File: src/rtl/dma_wr_engine.sv
// DMA write engine: drains a first-word-fall-through source into a memory
// write port, one word per cycle, for a captured base address and length.
module dma_wr_engine #(
    parameter int unsigned ADDR_W = 16,
    parameter int unsigned LEN_W  = 16
) (
    input  logic              rclk,
    input  logic              rrst_n,
    input  logic              start,
    input  logic [ADDR_W-1:0] base_addr,
    input  logic [LEN_W-1:0]  xfer_len,
    input  logic              empty,
    input  logic [31:0]       rd_data,
    output logic              rd_enable,
    output logic              mem_we,
    output logic [ADDR_W-1:0] mem_addr,
    output logic [31:0]       mem_wdata,
    input  logic              mem_ready,
    output logic              busy,
    output logic              done,
    output logic [LEN_W-1:0]  words_done
);

    localparam logic [LEN_W-1:0]  LenOne  = LEN_W'(1);
    localparam logic [ADDR_W-1:0] AddrOne = ADDR_W'(1);

    typedef enum logic [1:0] {StIdle, StXfer, StDone} state_e;

    state_e            state_q, state_d;
    logic [LEN_W-1:0]  len_q, len_d;
    logic [LEN_W-1:0]  pops_q, pops_d;
    logic [LEN_W-1:0]  words_q, words_d;
    logic [LEN_W-1:0]  words_inc;
    logic              mem_we_q, mem_we_d;
    logic [ADDR_W-1:0] addr_q, addr_d;
    logic [31:0]       wdata_q, wdata_d;
    logic              pop;
    logic              accept;
    logic              last_accept;
    logic              start_ok;

    assign start_ok    = (state_q == StIdle) & start;
    assign accept      = mem_we_q & mem_ready;
    assign words_inc   = words_q + LenOne;
    assign last_accept = accept & (words_inc == len_q);
    // Pop only when the output register is free or being emptied this cycle.
    assign pop = (state_q == StXfer) & ~empty & (pops_q < len_q) & (~mem_we_q | mem_ready);

    // State register.
    always_ff @(posedge rclk or negedge rrst_n) begin
        if (!rrst_n) begin
            state_q <= StIdle;
        end else begin
            state_q <= state_d;
        end
    end

    // Next-state logic; a start seen while busy has no effect.
    always_comb begin
        state_d = state_q;
        case (state_q)
            StIdle: begin
                if (start) begin
                    state_d = (xfer_len != '0) ? StXfer : StDone;
                end
            end
            StXfer: begin
                if (last_accept) begin
                    state_d = StDone;
                end
            end
            StDone:  state_d = StIdle;
            default: state_d = StIdle;
        endcase
    end

    // Output decode.
    always_comb begin
        rd_enable  = pop;
        busy       = (state_q == StXfer) | (state_q == StDone);
        done       = (state_q == StDone);
        mem_we     = mem_we_q;
        mem_addr   = addr_q;
        mem_wdata  = wdata_q;
        words_done = words_q;
    end

    // Datapath next values: a pop refills the write register in the same
    // cycle it is accepted, so full throughput has no bubbles.
    always_comb begin
        len_d    = len_q;
        pops_d   = pops_q;
        words_d  = words_q;
        mem_we_d = mem_we_q;
        addr_d   = addr_q;
        wdata_d  = wdata_q;
        if (start_ok) begin
            len_d    = xfer_len;
            addr_d   = base_addr;
            pops_d   = '0;
            words_d  = '0;
            mem_we_d = 1'b0;
        end
        if (accept) begin
            addr_d   = addr_q + AddrOne;
            words_d  = words_inc;
            mem_we_d = 1'b0;
        end
        if (pop) begin
            pops_d   = pops_q + LenOne;
            wdata_d  = rd_data;
            mem_we_d = 1'b1;
        end
    end

    // Datapath registers.
    always_ff @(posedge rclk or negedge rrst_n) begin
        if (!rrst_n) begin
            len_q    <= '0;
            pops_q   <= '0;
            words_q  <= '0;
            mem_we_q <= 1'b0;
            addr_q   <= '0;
            wdata_q  <= '0;
        end else begin
            len_q    <= len_d;
            pops_q   <= pops_d;
            words_q  <= words_d;
            mem_we_q <= mem_we_d;
            addr_q   <= addr_d;
            wdata_q  <= wdata_d;
        end
    end

endmodule
File: config.mk
export PLATFORM = sky130hd
export DESIGN_NAME = dma_wr_engine
export DESIGN_NICKNAME = d
export VERILOG_FILES = /design/src/rtl/dma_wr_engine.sv
export SDC_FILE = /design/constraint.sdc
export NUM_CORES = 1
export LEC_CHECK = 0
export CAP_MARGIN = 20
export CORE_MARGIN = 1.5
export CORE_UTILIZATION = 45
export CTS_CLUSTER_SIZE = 25
export DETAILED_ROUTE_END_ITERATION = 10
export DONT_BUFFER_PORTS = 1
export GPL_ROUTABILITY_DRIVEN = 0
export HOLD_SLACK_MARGIN = 0.02
export PLACE_DENSITY = 0.56
export SETUP_SLACK_MARGIN = 0.15
export SYNTH_ARGS = -nofsm -noshare
export SYNTH_HDL_FRONTEND = slang
export SYNTH_SLANG_ARGS = --single-unit
File: constraint.sdc
create_clock -name rclk -period 4.9 [get_ports rclk]
set_input_delay 0.735 -clock rclk [delete_from_list [all_inputs] [get_ports rclk]]
set_output_delay 0.735 -clock rclk [all_outputs]
set_load 0.005 [all_outputs]
==> After elaboration in Yosys (flattened, before gate mapping) <==
Cells that the tools add are included.
{ "classes": {"eq_ne": 5, "reduce_logical": 6, "magnitude_cmp": 1, "addsub": 3, "n_bitwise": 10, "mux": 12} }
{ "op_table": {"columns": ["operator", "n"], "rows": [
  ["16-bit two-way mux", 5],
  ["16-bit by 1-bit adder with 16-bit output, second input constant", 3],
  ["16-bit == test", 1],
  ["16-bit < comparator", 1],
  ["16-bit nonzero test", 1],
  ["1-bit bitwise AND", 6],
  ["2-bit two-way mux", 3],
  ["2-bit != test, second input constant", 2],
  ["2-bit case mux with 2 select lines", 1],
  ["2-bit nonzero test", 2],
  ["1-bit two-way mux", 3],
  ["3-bit nonzero test", 1],
  ["2-bit by 1-bit == test with 1-bit output, second input constant", 1],
  ["2-bit == test, second input constant", 1],
  ["2-bit logical NOT", 1],
  ["1-bit NOT", 2],
  ["1-bit OR", 2],
  ["2-bit AND reduction", 1]
]} }
{ "word_totals": {"regBits": 99, "out_inout_bits": 68, "word_cells": 44, "input_bits": 69} }

==> Depth between registers and ports, before layout <==
Gate-level depths: netlist (run 1).
{ "depth": {"ltp_word": 5, "depth_mapped": 12, "mapped_depth_nobuf": 10} }

==> Least setup slack after synthesis (run 1) <==
OpenSTA, ideal clock, no wires.
{ "synth_path": {"path_type": "register to output", "startpoint": "reg len_q[6]", "endpoint": "out rd_enable", "path_stages_with_launch": 11, "path_buffers": 2, "required_ns": 4.165, "arrival_ns": 2.103, "path_slack_ns": 2.062, "cell_sequence": "dfrtp_1 -> inv_1 -> ha_1 -> a21oi_1 -> nor2b_1 -> a2111oi_0 -> o21ai_0 -> a21o_1 -> inv_2 -> clkbuf_1 -> clkbuf_1"} }
{ "synth_between": {"elab_chain_cells": 3} }
{ "synth_rtl": {"columns": ["item", "line", "rtl"], "rows": [
  ["from (decl)", "30", "logic [LEN_W-1:0] len_q, len_d;"],
  ["from (signal assigned)", "126", "len_q <= len_d;"],
  ["16-bit < comparator", "47", "assign pop = (state_q == StXfer) & ~empty & (pops_q < len_q) & (~mem_we_q | mem_ready);"],
  ["1-bit bitwise AND (2 in series)", "47", null],
  ["to (decl)", "14", "output logic rd_enable,"]
]} }
Every way passes these cells.

==> Worst setup path in the final report (run 1) <==
Same ends and word-level chain as after synthesis.

==> flow_summary.toml, run 1 <==
[cts]
cts.sinks = 99
clkTransAtPathRegs_ps = 70
post_cts_buffers = 0
clk_path_buf_depth = 2
cts_tree = "yes"
cts_buffers = 9
cts_resized = 0
cts_max_level = 3
clk-insertion-delay-late_ps = 350
holdBufCountCts = 0
cts_root_buf = "clkbuf_16"

[setup_path]
worstPathArrival_ps = 2620
critPathBufInv = 3
crit_family = "buffers and inverters"
crit_type = "flip-flop to primary output"
critical-path-max-stage-delay_ps = 410
cp-start-kind = "flip-flop"
critical_path.startpoint = "len_q[6]"
reg2reg_from = "len_q[6]"
cp_cell_sequence = "inv_1 -> ha_1 -> a21oi_1 -> nor2b_1 -> a2111oi_0 -> o21ai_0 -> a21o_1 -> buf_4 -> inv_2"
crit_slowest_cell = "dfrtp_1"
cp-end-kind = "primary output"
crit_path_max_fanout = 48
cp.required_ps = 4160

[timing]
whs_ps = 75.15
fmaxAchievable_mhz = 298.3
clock_skew_ps = 9.205
slew_headroom = 0.3580
setup_viol = 0
drv_slew = 0
setup_tns_ps = 0
hold_viol = 0
setup_ws_ps = 1547
timing.final.crit_share = 0.6842
period_needed_ps = 3353
worst_slew_pin_slew_ps = 960.6
rsz0062_at_grt = "no"

[drt]
firstDrtPassIters = 4
num_vias = 4278
detail_route.wl_per_cell_um = 17.09
drc_errors = 0
first_iter_violations = 263
wirelength_mm = 12.90
drt-vias-per-instance = 5.666
ant_nets = 0

[synth]
synth_compound_area_frac = 0.1601
synth_seq_cells = 99
synthAdderAreaFrac = 0.05000
synth_mux_area_frac = 0.01537
synth_edf_count = 0
yosys_warnings = 0
async_reset_ff_frac = 1.000
syn_nets = 710
syn_inst = 620
post_synth.cell_area_avg_sq_um = 8.799
ys_seq_area_frac = 0.4541
synth_top_family_by_area = "simple AND/OR/NAND/NOR gates"
yosys.area_share.simple = 0.2406
synth_cell_types = 59
syn_area_sq_mm = 0.005455
ys.flop_type = "dfrtp_1"
synth_xor_xnor_area_share = 0.03211

[placement]
port_buffers = 0
dp.cells = 739
pre_cts_slack_ps = 1717
dp_hpwl_mm = 9.233

[finish]
area_delta_synth_final_pct = 6.284
diodes = 0
drive_gt1_frac = 0.06086
layout_common_cells = "nand2_1 (151), dfrtp_1 (99), o21ai_0 (45), nor2_1 (39), inv_1 (24)"
final_cells = 755
final_common_cell = "nand2_1"
nNetsFinal = 693

[global_route]
grtUsageMet3 = 0.05249
grt_max_degree = 100
grt_use_met1 = 0.2751
use_met2 = 0.3358
grt_pass1_vias = 4069
grt_pass1_wl_mm = 21.00
grt_usage = 0.2058
overflow = 0
grt.busiest_layer = "met2"
antenna_found_initial = 0

[floorplan]
core_sq_mm = 0.01191
die_height_um = 113.1
ioPinCount = 137
initial_utilization = 0.4580
placementRows = 40
die_w_um = 113.1
dieArea_sq_mm = 0.01279

[power_and_ir_drop]
power_density_mw_per_mm2 = 511.1
leakage_nw = 2.726
peakVddDrop_mv = 0.1982
power.total_w = 0.002963

[hold_path]
hold_class = "input pin to async pin"

[job]
maxCapViolCount = 0

[status]
status = "finished clean"
==> worst paths after layout <==
kind	end	slack [ps]	cells after the start
min in group rclk	mem_wdata[20]	480	2
max reg2reg	pops_q[10]	1720	12
min	words_done[10]	80	0
max	rd_enable	1550	9
max in group asynchronous	pops_q[13]	4700	0
min reg2reg	mem_wdata[13]	510	2
==> sequential cells by signal, indices dropped and copies added (netlist names) <==
name / flops
len_q: 16
pops_q: 16
words_done: 16
mem_addr: 16
mem_wdata: 32
state_q: 2
mem_we: 1
==> worst register-to-register path: cells and delay by family, from the launching register on <==
family	cells	cell delay, ps
AND/OR/NAND/NOR	1	60
flip-flops	1	410
adder cells (fa/ha/maj)	1	320
buffers and inverters	4	1130
multiplexers	2	490
AO/OA/AOI/OAI	4	690
==> per-layer routing <==
layer	up-vias	wire length (um)
li1	2137	-
met1	2021	5923
met2	112	6172
met3	8	699
met4	0	108
met5	-	0
==> metrics by stage <==
stage	utilization	area, sq um
after floorplan	-	5455
after global placement	0.4620	5503
after detailed placement	0.4620	5503
after CTS	0.4868	5798
after global routing	0.4868	5798
final	0.4868	5798
==> logic make-up after synthesis <==
family	count (synthesis)
simple gates	289
compound gates	125
flops	99
buf+inv	57
fa+ha+maj	22
xor+xnor	20
mux	8
==> layout make-up <==
cell class                      count  area, sq um
Sequential cell                    99         2477
Fill cell                        1160         6113
Timing Repair Buffer                4        30.03
Clock inverter                      7        70.07
Tap cell                          147        183.9
Clock buffer                        9        225.2
Inverter                           25        93.84
Multi-Input combinational cell    464         2718
==> power by group <==
group / internal (W) / leakage [nW] / switching [W] / total (W)
clock network: 0.000359 / 0.142 / 0.000347 / 0.000706
registers: 0.00109 / 1.26 / 0.000271 / 0.00136
logic: 0.000359 / 1.32 / 0.000538 / 0.000896
total: 0.00181 / 2.73 / 0.00116 / 0.00296
==> synthesized netlist by cell type, drive strengths merged (15+ instances only) <==
library cell | instances | area share
nand2 | 151 | 0.10
dfrtp | 99 | 0.45
o21ai | 45 | 0.041
nor2 | 39 | 0.027
inv | 25 | 0.017
clkbuf | 21 | 0.016
ha | 21 | 0.048
nand3 | 20 | 0.018
nor3 | 18 | 0.017
a21oi | 16 | 0.015
and3 | 15 | 0.017
Power figures use the tool's default switching activity.
==> run 2, diff against run 1 <==
- clock period: 4.9 -> 3.2 ns (I/O delays scaled with it)
==> run 2 against run 1 <==
Effect of this change:
- non-clock buffer count up 4
- via count up 1.6%
- sequential power up 54%
- clock skew down 2.1 ps
- largest cell class unchanged
- highest routed layer unchanged
==> flow_summary.toml, run 2 (synthesis gave the netlist of run 1 again) <==
[global_route]
grt_max_degree = 100
overflow = 0
grt_pass1_vias = 4234
grt_pass1_wl_mm = 21.44
grt_usage = 0.2138
antenna_found_initial = 0

[finish]
drive_gt1_frac = 0.06863
final_cells = 759
layout_common_cells = "nand2_1 (151), dfrtp_1 (99), o21ai_0 (45), nor2_1 (39), inv_1 (24)"
diodes = 0
final_common_cell = "nand2_1"
largest_reg_flops = 32
nNetsFinal = 697
nFillCells = 1113
area_delta_synth_final_pct = 8.349
fin_area_sq_mm = 0.005911

[cts]
cts_tree = "yes"
post_cts_buffers = 0
clk-insertion-delay-late_ps = 350
clkTransAtPathRegs_ps = 70
cts_root_buf = "clkbuf_16"
cts_buffers = 9
cts.sinks = 99
cts_max_level = 3
clk_path_buf_depth = 2

[placement]
port_buffers = 0
dp.cells = 742
dp_hpwl_mm = 9.371
placed_cell_area_sq_mm = 0.005525

[floorplan]
die_w_um = 113.1
dieArea_sq_mm = 0.01279
die_height_um = 113.1
placementRows = 40
ioPinCount = 137
initial_utilization = 0.4580
core_sq_mm = 0.01191

[power_and_ir_drop]
seq_power_share = 0.438
comb_power_share = 0.297
leakage_nw = 2.785
peakVddDrop_mv = 0.3093
power.switching_w = 0.001753
power_density_mw_per_mm2 = 807.7
clockPowerShare = 0.266
intPower_w = 0.003021
power.total_w = 0.004774
switching_share = 0.3672

[setup_path]
crit_path_max_fanout = 26
cp.required_ps = 2720
worstPathArrival_ps = 2420
r2r_slack_ps = 370
reg2reg_from = "len_q[6]"
worstRegToRegCells = 10
crit_type = "flip-flop to primary output"
reg2reg_to = "pops_q[14]"
cp-start-kind = "flip-flop"
cp-end-kind = "primary output"

[drt]
drc_errors = 0
num_vias = 4345
first_iter_violations = 232
detail_route.wl_per_cell_um = 17.26
ant_nets = 0
firstDrtPassIters = 5
drt-vias-per-instance = 5.725
wirelength_mm = 13.10

[timing]
drv_slew = 0
slew_headroom = 0.4428
whs_ps = 32.57
setup_tns_ps = 0
timing.final.crit_share = 0.9071
clock_skew_ps = 7.131
hold_viol = 0
setup_viol = 0
period_needed_ps = 2903
fmaxAchievable_mhz = 344.5
rsz0062_at_grt = "no"
worst_slew_pin_slew_ps = 832.7

[job]
maxCapViolCount = 0

[hold_path]
hold_class = "input pin to async pin"

[status]
status = "finished clean"
==> run 2: changes by cell type in the layout (fill, tap and decap cells not counted), sizes merged <==
cell      delta
clkinvlp     -1
clkinv       +1
clkbuf       +1
bufinv       +3
buf          +4
inv          -4
==> run 2: power groups by stage <==
stage,logic (W),clock network (W),registers (W)
after detailed placement,0.00141,0,0.00211
after CTS,0.00144,0.00130,0.00210
after floorplan,0.00113,0,0.00199
final,0.00142,0.00127,0.00209
after global routing,0.00165,0.00135,0.00215
after global placement,0.00135,0,0.00210
==> run 2: worst max path at each step <==
| stage | to | slack [ps] | startpoint |
|---|---|---|---|
| global placement | state_q[0] | 460 | words_done[0] |
| floorplan | rd_enable | 620 | len_q[6] |
| global route | state_q[0] | 160 | words_done[0] |
| finish | rd_enable | 300 | len_q[6] |
| detailed placement | pops_q[14] | 370 | len_q[6] |
| CTS | rd_enable | 300 | len_q[6] |
==> run 2: what timing repair did <==
item                                    4_1_cts  5_1_grt
hold buffers                                  1        0
resized for setup                             0        1
endpoints found under the setup margin        0        1
endpoints found under the hold margin        99        0
==> run 2: area by class of cell <==
cell class                      count  area, sq um  area share
Inverter                           25        93.84     0.01588
Multi-Input combinational cell    464         2724      0.4608
Sequential cell                    99         2477      0.4191
Tap cell                          147        183.9     0.03112
Timing Repair Buffer                8        80.08     0.01355
Clock inverter                      6        112.6     0.01905
Clock buffer                       10        239.0     0.04043
==> run 2: per-stage QoR <==
step,worst slack (ps),utilization
after floorplan,616.8,-
after global routing,158.7,0.4962
after detailed placement,367.3,0.4639
after CTS,297.7,0.4957
after global placement,456.0,0.4639
final,297.3,0.4962
==> run 2: worst max-delay path, stage by stage (launching register included) <==
cell	delay [ps]
dfrtp_1	410
inv_1	110
ha_1	310
a21oi_1	150
nor2b_1	60
a2111oi_0	300
o21ai_0	160
a21o_1	200
inv_2	360
==> run 2: routing by layer <==
layer | wire length (um) | vias up | track usage
met5 | 0 | - | 0
met4 | 416 | 0 | 0.1075
met3 | 655 | 29 | 0.05463
met2 | 6151 | 108 | 0.3321
met1 | 5880 | 2075 | 0.2785
li1 | - | 2133 | -
==> RTL change 1, RTL diff (settings of run 2) <==
`LEN_W`: 16 -> 32.
--- a/src/rtl/dma_wr_engine.sv
+++ b/src/rtl/dma_wr_engine.sv
@@ -2,7 +2,7 @@
 // write port, one word per cycle, for a captured base address and length.
 module dma_wr_engine #(
     parameter int unsigned ADDR_W = 16,
-    parameter int unsigned LEN_W  = 16
+    parameter int unsigned LEN_W  = 32
 ) (
     input  logic              rclk,
     input  logic              rrst_n,
Ports: changed (resized words_done and xfer_len); port bits go from 137 to 169. No check against the original RTL was run, so the function may have changed too.
==> RTL change 1 against run 2 <==
- the flow now finishes with violations (hold timing)
- clock skew increased by 8.7 ps
- power decreased by 18%
- setup slack got worse by 77 ps
- routed wire length increased by 86%
- hold slack got worse by 300 ps
- maximum frequency decreased by 2.6%
- die area increased by 58%
- final area increased by 65%
- area after synthesis increased by 60%
- sequential cell count increased by 48
- critical path type unchanged
==> RTL change 1: results (changes against run 2) <==
{
  "status": {
    "status": {"value": "finished, violations left", "change": "was finished clean"},
    "violated_checks": "hold timing"
  },
  "yosys": {
    "post_synth_most_frequent_cells": {"value": "147 x sky130_fd_sc_hd__dfrtp_1, 65 x sky130_fd_sc_hd__mux2_2, 59 x sky130_fd_sc_hd__nand2_1, 54 x sky130_fd_sc_hd__o21ai_0, 51 x sky130_fd_sc_hd__nand3_1", "change": "was 151 x sky130_fd_sc_hd__nand2_1, 99 x sky130_fd_sc_hd__dfrtp_1, 45 x sky130_fd_sc_hd__o21ai_0, 39 x sky130_fd_sc_hd__nor2_1, 24 x sky130_fd_sc_hd__inv_1"},
    "synth-compound-area-share": {"value": 0.153, "change": "was 0.160"},
    "seq_area_frac_synth": {"value": 0.422, "change": "was 0.454"},
    "post_synth_main_area_contributors": {"value": "sky130_fd_sc_hd__dfrtp_1 42%, sky130_fd_sc_hd__mux2_2 8.4%, sky130_fd_sc_hd__ha_1 5.3%", "change": "was sky130_fd_sc_hd__dfrtp_1 45%, sky130_fd_sc_hd__nand2_1 10%, sky130_fd_sc_hd__ha_1 4.8%"},
    "synth_area_per_cell": {"value": 9.64, "unit": "um^2", "change": "was 8.80 um^2"},
    "yosys-mux-area-fraction": {"value": 0.0863, "change": "was 0.0154"},
    "synthDistinctLibCells": {"value": 61, "change": "was 59"}
  },
  "place": {
    "sum_of_net_half_perimeters_after_detailed_placement": {"value": 17100, "unit": "um", "change": "was 9370 um"},
    "place_area": {"value": 9020, "unit": "um^2", "change": "was 5530 um^2"}
  },
  "route": {
    "route.detailed.vias_per_inst": {"value": 6.18, "change": "was 5.72"},
    "dr_total_vias": {"value": 7273, "change": "was 4345"},
    "drt_wl_total": {"value": 24300, "unit": "um", "change": "was 13100 um"},
    "drt_iter0_drc": {"value": 537, "change": "was 232"}
  },
  "critical_path": {
    "timing.critical_path.slowest_cell_delay": {"value": 460, "unit": "ps", "change": "was 410 ps"},
    "worstPathArrival": {"value": 2500, "unit": "ps", "change": "was 2420 ps"},
    "worstPathMaxFanout": {"value": 11, "change": "was 26"},
    "worst_setup_path_startpoint": {"value": "pops_q[2]", "change": "was len_q[6]"}
  },
  "global_routing": {
    "grt_max_degree": {"value": 148, "change": "was 100"},
    "grt_first_pass_wirelength": {"value": 38000, "unit": "um", "change": "was 21400 um"}
  },
  "pwr": {
    "vdd.ir_drop.worst": {"value": 0.284, "unit": "mV", "change": "was 0.309 mV"},
    "cellLeakagePower": {"value": 4.50, "unit": "nW", "change": "was 2.79 nW"}
  },
  "layout": {
    "final_layout_size_suffix_gt1_frac": {"value": 0.159, "change": "was 0.0686"}
  },
  "timing": {
    "hold_violations": {"value": 147, "change": "was 0"},
    "fin_hold_ws": {"value": -266, "unit": "ps", "change": "was 32.6 ps"}
  },
  "clock_network": {
    "numCtsBuffers": {"value": 17, "change": "was 9"},
    "ctsHtreeMaxLevel": {"value": 4, "change": "was 3"}
  }
}
[RTL change 1: cell types whose count changed in the layout (fill, tap and decap cells not counted), sizes merged, moves of 19 or more]
cell	run 2	this run
nand2	151	59
mux2	3	65
dfrtp	99	147
nand3	20	53
inv	25	52
nand4	12	32
a21oi	16	35
xnor2	12	31
[RTL change 1: what timing repair did]
action	in CTS	in global routing
pin swaps	0	0
endpoints found under the hold margin	147	147
setup buffers	0	3
resized for setup	3	5
endpoints found under the setup margin	1	3
cloned	2	0
[RTL change 1: final cells by class]
cell class | count | area, um^2 | area share
inverter | 45 | 169 | 0.0173
tap | 260 | 325 | 0.0333
clock inverter | 15 | 189 | 0.0193
clock buffer | 17 | 425 | 0.0436
multi-input combinational | 666 | 4720 | 0.483
timing repair buffer | 26 | 258 | 0.0264
sequential | 147 | 3680 | 0.377
[RTL change 1: report_power, final]
group          switching [mW]  internal, mW  total [mW]
combinational         0.00162       0.00278     0.00440
sequential                  0          1.86        1.86
clock                   0.978          1.06        2.04
[RTL change 1: worst paths after layout]
check | slack (ps) | end | cells past startpoint
max reg2reg | 330 | state_q[1] | 9
min | -270 | words_done[15] | 0
min in group rclk | 180 | mem_wdata[29] | 1
max | 220 | rd_enable | 9
min reg2reg | 540 | mem_wdata[2] | 1
max in group asynchronous | 3270 | pops_q[19] | 0
[RTL change 1: per-layer routing]
metal  vias up  part of all wire  wire length [um]  GRT usage
met1      3632              0.44             10600      0.321
met3        37             0.050              1220     0.0562
li1       3373                 -                 -          -
met5         -                 0                 0          0
met4         0             0.022               525     0.0890
met2       231              0.49             11900      0.396
[RTL change 1: stage by stage]
stage                     worst slack, ps   util
after CTS                             160  0.516
final                                 220  0.519
after global placement                368  0.479
after global routing                 95.3  0.519
after detailed placement              271  0.479
after floorplan                       481      -
==> RTL change 2, RTL diff (settings of run 2) <==
Without the edit above. `wdata_q` no longer has a reset.
--- a/src/rtl/dma_wr_engine.sv
+++ b/src/rtl/dma_wr_engine.sv
@@ -121,15 +121,17 @@
             words_q  <= '0;
             mem_we_q <= 1'b0;
             addr_q   <= '0;
-            wdata_q  <= '0;
         end else begin
             len_q    <= len_d;
             pops_q   <= pops_d;
             words_q  <= words_d;
             mem_we_q <= mem_we_d;
             addr_q   <= addr_d;
-            wdata_q  <= wdata_d;
         end
     end
 
+    always_ff @(posedge rclk) begin
+        wdata_q <= wdata_d;
+    end
+
 endmodule
Check against the original RTL: differs if rrst_n is asserted again (counterexample within 4 cycles, from zero or initial values and one cycle with rrst_n low); with rrst_n held inactive, the same outputs for 10 cycles.
==> RTL change 2 against run 2 <==
- area after synthesis is 3.4% lower
- sequential cell count stayed put
- register-to-register slack better by 150 ps
- routed wire length is 2.4% lower
- setup slack better by 89 ps
- critical path type unchanged
- count of clock-buffer cells in the layout is 1 lower
- global-route usage hardly changed
- largest power group unchanged
- power is 8.9% lower
- core utilization is 0.85 points higher
- final area is 2.5% lower
==> RTL change 2: results (changes against run 2) <==
{
  "status": {
    "status": {"value": "finished clean", "change": "unchanged"}
  },
  "place": {
    "sum_of_net_half_perimeters_after_detailed_placement": {"value": 9300, "unit": "um", "change": "was 9370 um"},
    "place_area": {"value": 5430, "unit": "um^2", "change": "was 5530 um^2"}
  },
  "timing": {
    "worstMarginPinSlew": {"value": 729, "unit": "ps", "change": "was 833 ps"},
    "worst_clock_skew": {"value": 9.03, "unit": "ps", "change": "was 7.13 ps"}
  },
  "critical_path": {
    "worstPathMaxFanout": {"value": 19, "change": "was 26"},
    "worstPathArrival": {"value": 2330, "unit": "ps", "change": "was 2420 ps"}
  },
  "pwr": {
    "cellLeakagePower": {"value": 2.44, "unit": "nW", "change": "was 2.79 nW"},
    "vdd.ir_drop.worst": {"value": 0.405, "unit": "mV", "change": "was 0.309 mV"}
  },
  "yosys": {
    "ys_async_sr_fraction": {"value": 0.677, "change": "was 1.00"},
    "yosys-mux-area-fraction": {"value": 0.0404, "change": "was 0.0154"},
    "yosys.area_share.adder": {"value": 0.0520, "change": "was 0.0500"},
    "synthDistinctLibCells": {"value": 64, "change": "was 59"},
    "synthXorXnorAreaFrac": {"value": 0.0399, "change": "was 0.0321"},
    "synth_enable_flop_cells": {"value": 32, "change": "was 0"},
    "seq_area_frac_synth": {"value": 0.501, "change": "was 0.454"},
    "synth-compound-area-share": {"value": 0.151, "change": "was 0.160"},
    "post_synth_main_area_contributors": {"value": "sky130_fd_sc_hd__dfrtp_1 32%, sky130_fd_sc_hd__edfxtp_1 18%, sky130_fd_sc_hd__ha_1 5.0%", "change": "was sky130_fd_sc_hd__dfrtp_1 45%, sky130_fd_sc_hd__nand2_1 10%, sky130_fd_sc_hd__ha_1 4.8%"}
  },
  "worst_hold_path": {
    "hold_path.class": {"value": "primary input to flop", "change": "was primary input to asynchronous set/reset pin"}
  },
  "route": {
    "drt-wirelength-per-cell": {"value": 19.6, "unit": "um", "change": "was 17.3 um"},
    "dr.pass1.iters": {"value": 4, "change": "was 5"},
    "drt_iter0_drc": {"value": 244, "change": "was 232"},
    "dr_total_vias": {"value": 3937, "change": "was 4345"}
  },
  "global_routing": {
    "grt_first_pass_wirelength": {"value": 20600, "unit": "um", "change": "was 21400 um"},
    "grt_max_degree": {"value": 68, "change": "was 100"},
    "vias_in_the_first_global_route": {"value": 3783, "change": "was 4234"},
    "globalRouteTotalUtil": {"value": 0.213, "change": "was 0.214"}
  },
  "layout": {
    "design.final.nets": {"value": 594, "change": "was 697"},
    "final_layout_size_suffix_gt1_frac": {"value": 0.116, "change": "was 0.0686"}
  }
}
[RTL change 2: metal layers]
| layer | share of wire | global-route usage | up-vias | routed length, um |
|---|---|---|---|---|
| met5 | 0 | 0 | - | 0 |
| met4 | 0.014 | 0.0743 | 0 | 182 |
| met3 | 0.079 | 0.0683 | 11 | 1010 |
| met2 | 0.46 | 0.331 | 144 | 5900 |
| met1 | 0.45 | 0.283 | 1912 | 5700 |
| li1 | - | - | 1870 | - |
[RTL change 2: timing repair]
item,CTS,global route
hold endpoints to repair,67,0
hold buffers,2,0
gates resized for setup,0,1
setup endpoints to repair,0,1
[RTL change 2: worst paths after layout]
path	slack, ps	end	start
hold / removal	210	mem_wdata[3]	rd_data[3]
min in group asynchronous	690	len_q[3]	rrst_n
hold reg to reg	550	mem_addr[14]	mem_addr[14]
max in group asynchronous	2220	mem_addr[12]	rrst_n
setup / recovery	390	rd_enable	len_q[9]
setup reg to reg	520	pops_q[7]	len_q[9]
[RTL change 2: metrics by stage]
stage	setup slack [ps]	total power, mW	std cells	hold slack (ps)
3_3_place_gp	644	3.22	633	187
5_1_grt	181	4.64	652	198
3_5_place_dp	551	3.28	634	186
2_1_floorplan	525	2.88	504	184
4_1_cts	312	4.40	652	202
6_report	386	4.35	652	212
[RTL change 2: report_power, final]
| part | switching [mW] | leakage, nW | internal, mW | total (mW) |
|---|---|---|---|---|
| sequential | 0.334 | 1.15 | 1.62 | 1.96 |
| clock | 0.533 | 0.146 | 0.550 | 1.08 |
| combinational | 0.737 | 1.14 | 0.573 | 1.31 |
| total | 1.60 | 2.44 | 2.74 | 4.35 |
[RTL change 2: layout make-up]
cell class	count	area, um^2
clock inverter	7	65.1
clock buffer	9	225
tap	143	179
multi-input combinational	361	2460
inverter	23	86.3
fill	1026	5660
timing repair buffer	10	109
sequential	99	2640
[RTL change 2: cells by family (layout without fill, tap and decap cells)]
logic type,after synthesis,in the layout
flip-flops,99,99
AO/OA/AOI/OAI,117,117
buffers and inverters,44,49
XOR/XNOR,24,24
AND/OR/NAND/NOR,179,179
adder cells (fa/ha/maj),22,22
multiplexers,19,19
[RTL change 2: critical path: cells and delay by family (launching register included)]
family                   cells  cell delay [ps]
buffers and inverters        2              270
AO/OA/AOI/OAI                5              960
adder cells (fa/ha/maj)      1              300
flip-flops                   1              440
